### config.mk
export PLATFORM = sky130hd
export DESIGN_NAME = serial_adder
export DESIGN_NICKNAME = d
export VERILOG_FILES = /design/src/rtl/serial_arith_pkg.sv /design/src/rtl/serial_adder_fa.sv /design/src/rtl/serial_adder.sv
export SDC_FILE = /design/constraint.sdc
export NUM_CORES = 1
export LEC_CHECK = 0
export BUFFER_PORTS_ARGS = -buffer_cell sky130_fd_sc_hd__buf_2
export CORE_ASPECT_RATIO = 0.7
export CORE_MARGIN = 3
export CORE_UTILIZATION = 45
export CTS_BUF_LIST = sky130_fd_sc_hd__clkbuf_4
export CTS_CLUSTER_DIAMETER = 200
export DETAILED_ROUTE_END_ITERATION = 6
export PLACE_DENSITY_LB_ADDON = 0.15
export SLEW_MARGIN = 20
export SYNTH_ARGS = -nofsm -noshare
export SYNTH_HDL_FRONTEND = slang
export SYNTH_SLANG_ARGS = --single-unit
export TNS_END_PERCENT = 100
### constraint.sdc
create_clock -name clk -period 2.95 [get_ports clk]
set_input_delay 0.295 -clock clk [delete_from_list [all_inputs] [get_ports clk]]
set_output_delay 0.295 -clock clk [all_outputs]
set_load 0.01 [all_outputs]
### src/rtl/serial_arith_pkg.sv
// Shared definitions for the bit-serial arithmetic units (adder now, a
// subtractor later). Holds the control FSM state type and the default
// operand width.
package serial_arith_pkg;

  // Control FSM states shared by every serial arithmetic unit.
  typedef enum logic [1:0] {
    IDLE = 2'd0,
    RUN  = 2'd1,
    DONE = 2'd2
  } state_t;

  // Default operand and result width in bits.
  localparam int DEFAULT_WIDTH = 8;

endpackage

### src/rtl/serial_adder_fa.sv
// full_adder_df: 1-bit dataflow full adder cell.
// Ports:
//   a, b, cin : operand bits and carry-in
//   s         : sum bit
//   cout      : carry-out (majority of the three inputs)
module full_adder_df (
  input  logic a,
  input  logic b,
  input  logic cin,
  output logic s,
  output logic cout
);

  assign s    = a ^ b ^ cin;
  assign cout = (a & b) | (a & cin) | (b & cin);

endmodule

### src/rtl/serial_adder.sv
// serial_adder: bit-serial ripple adder. Accepts two WIDTH-bit operands and a
// carry-in through a valid/ready handshake, adds them LSB-first over WIDTH
// cycles using one full-adder cell and a carry flop, then pulses done for one
// cycle with the registered sum and carry-out.
// Ports:
//   clk, rst_n  : clock and asynchronous active-low reset
//   start_valid : operand request; start_ready is high only in IDLE
//   a, b, cin   : operands and carry-in, sampled at accept
//   sum, cout   : registered result, held until the next completed operation
//   done        : one-cycle pulse after the result updates
//   busy        : high while an operation is in flight (RUN and DONE)
module serial_adder
  import serial_arith_pkg::*;
#(
  parameter int WIDTH = DEFAULT_WIDTH
) (
  input  logic             clk,
  input  logic             rst_n,
  input  logic             start_valid,
  output logic             start_ready,
  input  logic [WIDTH-1:0] a,
  input  logic [WIDTH-1:0] b,
  input  logic             cin,
  output logic [WIDTH-1:0] sum,
  output logic             cout,
  output logic             done,
  output logic             busy
);

  localparam int CW = $clog2(WIDTH);

  state_t           state;
  state_t           next_state;
  logic [WIDTH-1:0] a_sh;
  logic [WIDTH-1:0] b_sh;
  logic [WIDTH-1:0] sum_sh;
  logic             carry;
  logic [CW-1:0]    count;
  logic             fa_s;
  logic             fa_c;
  logic             last_bit;

  full_adder_df u_cell (
    .a    (a_sh[0]),
    .b    (b_sh[0]),
    .cin  (carry),
    .s    (fa_s),
    .cout (fa_c)
  );

  assign last_bit = (count == CW'(WIDTH - 1));

  always_ff @(posedge clk or negedge rst_n) begin
    if (!rst_n) begin
      state <= IDLE;
    end else begin
      state <= next_state;
    end
  end

  always_comb begin
    next_state  = state;
    start_ready = 1'b0;
    busy        = 1'b0;
    done        = 1'b0;
    case (state)
      IDLE: begin
        start_ready = 1'b1;
        if (start_valid) begin
          next_state = RUN;
        end
      end
      RUN: begin
        busy = 1'b1;
        if (last_bit) begin
          next_state = DONE;
        end
      end
      DONE: begin
        busy       = 1'b1;
        done       = 1'b1;
        next_state = IDLE;
      end
      default: begin
        next_state = IDLE;
      end
    endcase
  end

  // The count holds at its terminal value on the last bit rather than
  // wrapping; it is reloaded on the next accept anyway. The final sum takes
  // the freshly computed MSB directly so it lands on the same edge as cout.
  always_ff @(posedge clk or negedge rst_n) begin
    if (!rst_n) begin
      a_sh   <= '0;
      b_sh   <= '0;
      sum_sh <= '0;
      carry  <= 1'b0;
      count  <= '0;
      sum    <= '0;
      cout   <= 1'b0;
    end else begin
      case (state)
        IDLE: begin
          if (start_valid) begin
            a_sh   <= a;
            b_sh   <= b;
            carry  <= cin;
            sum_sh <= '0;
            count  <= '0;
          end
        end
        RUN: begin
          sum_sh <= {fa_s, sum_sh[WIDTH-1:1]};
          a_sh   <= a_sh >> 1;
          b_sh   <= b_sh >> 1;
          carry  <= fa_c;
          if (last_bit) begin
            sum  <= {fa_s, sum_sh[WIDTH-1:1]};
            cout <= fa_c;
          end else begin
            count <= count + CW'(1);
          end
        end
        default: begin
        end
      endcase
    end
  end

endmodule

==> out/qor.yml <==
outcome:
  status: "complete, no violations"
clock_network:
  cts_tree: "done"
  htreeDepth: 2
  numClockSinks: 38
  clkTransAtPathRegs_ps: 120
  clock_path_buffers: 2
  cts_resized: 0
  cts_buffers: 5
  hold_buffers: 0
  insertion_delay_ps: 340
  postCtsSetupBuffers: 0
  clockRootBuffer: "clkbuf_4"
flow_run:
  cap_violations: 0
placement:
  numPortBuffers: 31
  dpl.cell_count: 230
  dpl_cell_area_sq_um: 1990
  place.gp.congestion: 0.749
  dp_hpwl_mm: 2.24
setup_path:
  cp-end-kind: "flip-flop"
  worstPathRequired_ps: 3190
  critPathKind: "reg -> reg"
  setup.worst_path.start_class: "flip-flop"
  cp_max_fo: 11
  cp.arrival_ps: 2110
timing:
  whs_ps: 38.1
  maxSlewHeadroom_pct: 44.3
  final_max_slew_viol_count: 0
  fin_skew_ps: 13.6
  tightest_slew_ps: 835
  maxClockFrequency_mhz: 534
  setup_viol: 0
  period_share_pct: 63.5
  fin_setup_tns_ps: 0
  fin_crit_ps: 1870
  rsz0062_at_grt: "no"
  finalHoldViolCount: 0
synth:
  netlist_area_sq_um: 1820
  yosysSeqAreaShare_pct: 52.2
  ys_seq_elements: 38
  yosysUniqueCellTypes: 24
  syn_nets: 183
  synth_area_per_cell_sq_um: 11.7
  yosysWarnings: 0
  netlist_instances: 155
route:
  totalWireLength_mm: 3.08
  viasPerCell: 4.89
  wl_per_cell_um: 12.9
  vias: 1164
  dr.pass1.iters: 3
  ant_nets: 0
  dr.first_iter.drc_count: 59
  drc: 0
pwr:
  switching_share_pct: 38.9
  switchingPower_uw: 719
  power.density_nw_per_um2: 907
  power_frac_comb_pct: 43.6
  vdd_ir_drop_max_uv: 536
  internal-power_uw: 1130
  leakage_uw: 0.00103
  pwr-share-seq_pct: 42.8
  clockPowerShare_pct: 13.6
global_routing:
  grt_pass1_vias: 1205
  grt_pass1_wl_mm: 5.43
  antenna_found_initial: 0
  grt_usage_pct: 15.2
  grt_max_degree: 49
  gr-total-overflow: 0
die:
  fp.dieW_um: 82.0
  core_sq_um: 3690
  ioPinCount: 32
  initial_core_util_pct: 49.3
  die-area_sq_um: 4860
  row_count: 18
  die_y_um: 59.2
cells_and_area:
  post-route-cell-area_sq_um: 2040
  instances_no_fill: 238
  nets: 215
  areaGrowthSynthToFinish_pct: 11.9
  layout-drive-gt1-share_pct: 33.0
  antenna_cells: 0
worst_hold_path:
  hold_path.class: "in -> async"
## power groups by stage
stage,clock (uW),sequential [uW],combinational [uW]
detailed placement,0,806,829
global placement,0,797,794
floorplan,0,785,712
CTS,261,797,831
finish,251,792,806
global route,282,821,916
## placed cells by master, fill, tap and decap left out, types with 2 or more instances in the layout
master / netlist / routed
buf_4: 1 / 2
nand2b_1: 2 / 2
dfrtp_1: 38 / 38
o21ai_0: 16 / 16
ha_1: 7 / 7
inv_1: 5 / 5
clkbuf_4: 0 / 5
nand2_1: 33 / 33
o21ai_2: 9 / 9
mux2_2: 10 / 10
buf_2: 2 / 31
mux2i_1: 17 / 17
clkinv_1: 0 / 3
## sequential cells by signal, indices dropped and copies added, names as in the netlist
signal	flops
a_sh	8
b_sh	8
carry	1
count	3
cout	1
state	2
sum	8
sum_sh	7
## through the flow
stage               setup WS [ps]  util [%]  power (uW)
detailed placement           1080      53.8        1640
CTS                          1060      55.1        1890
global placement             1170      53.8        1590
global route                  896      55.1        2020
floorplan                    1350         -        1500
finish                       1080      55.1        1850
## worst paths after layout
path                       endpoint  depth (start not counted)  slack (ps)  startpoint
max                        count[0]                          5        1080    state[1]
min                        count[0]                          1          40       rst_n
max reg2reg                count[0]                          5        1080    state[1]
min reg2reg                 b_sh[4]                          2         490     b_sh[4]
max in group asynchronous   b_sh[6]                          1        2370       rst_n
min in group clk            a_sh[7]                          3         210        a[7]
## metal layers
metal / up-vias / wire length [um] / share of wire (%) / GRT usage, %
met1: 552 / 1370 / 45 / 19.0
met5: - / 0 / 0 / 0
met2: 21 / 1510 / 49 / 24.7
li1: 586 / - / - / -
met4: 0 / 44 / 1.4 / 5.69
met3: 5 / 149 / 4.8 / 4.86
## synth_stat cells, drive strengths merged
library cell / number / share of area [%]
clkbuf: 1 / 0.21
nor2b: 2 / 1.1
inv: 5 / 1.0
o21a: 1 / 0.41
buf: 7 / 3.8
dfrtp: 38 / 52
ha: 7 / 4.8
mux2i: 18 / 10
nand2b: 2 / 0.69
fa: 1 / 1.1
mux2: 11 / 7.0
a21oi: 1 / 0.27
nand2: 34 / 7.1
nor2: 1 / 0.21
a211oi: 1 / 1.1
o21ai: 25 / 8.7
## area by class of cell
type                       instances  area (sq um)
inverter                           5          18.8
clock inverter                     3          11.3
clock buffer                       5          37.5
sequential                        38           951
tap                               50          62.6
multi-input combinational        104           786
fill                             345          1660
timing repair buffer              33           170
## kinds of logic (layout without fill, tap and decap cells)
family	count (synthesis)	count (layout)	share of synthesized area (%)
AOI/OAI and AO/OA	28	28	10.5
adders and majority gates	8	8	5.91
buffers and inverters	13	46	5.09
DFF	38	38	52.2
muxes	29	29	17.1
and+or+nand+nor	39	39	9.14
## critical path, stage by stage, from the launching register on
cell,delay (ps)
dfrtp_1,410
inv_1,140
ha_1,460
nor2_1,140
a211oi_4,280
mux2_4,330
No activity file was read; power rests on OpenSTA's default activity.
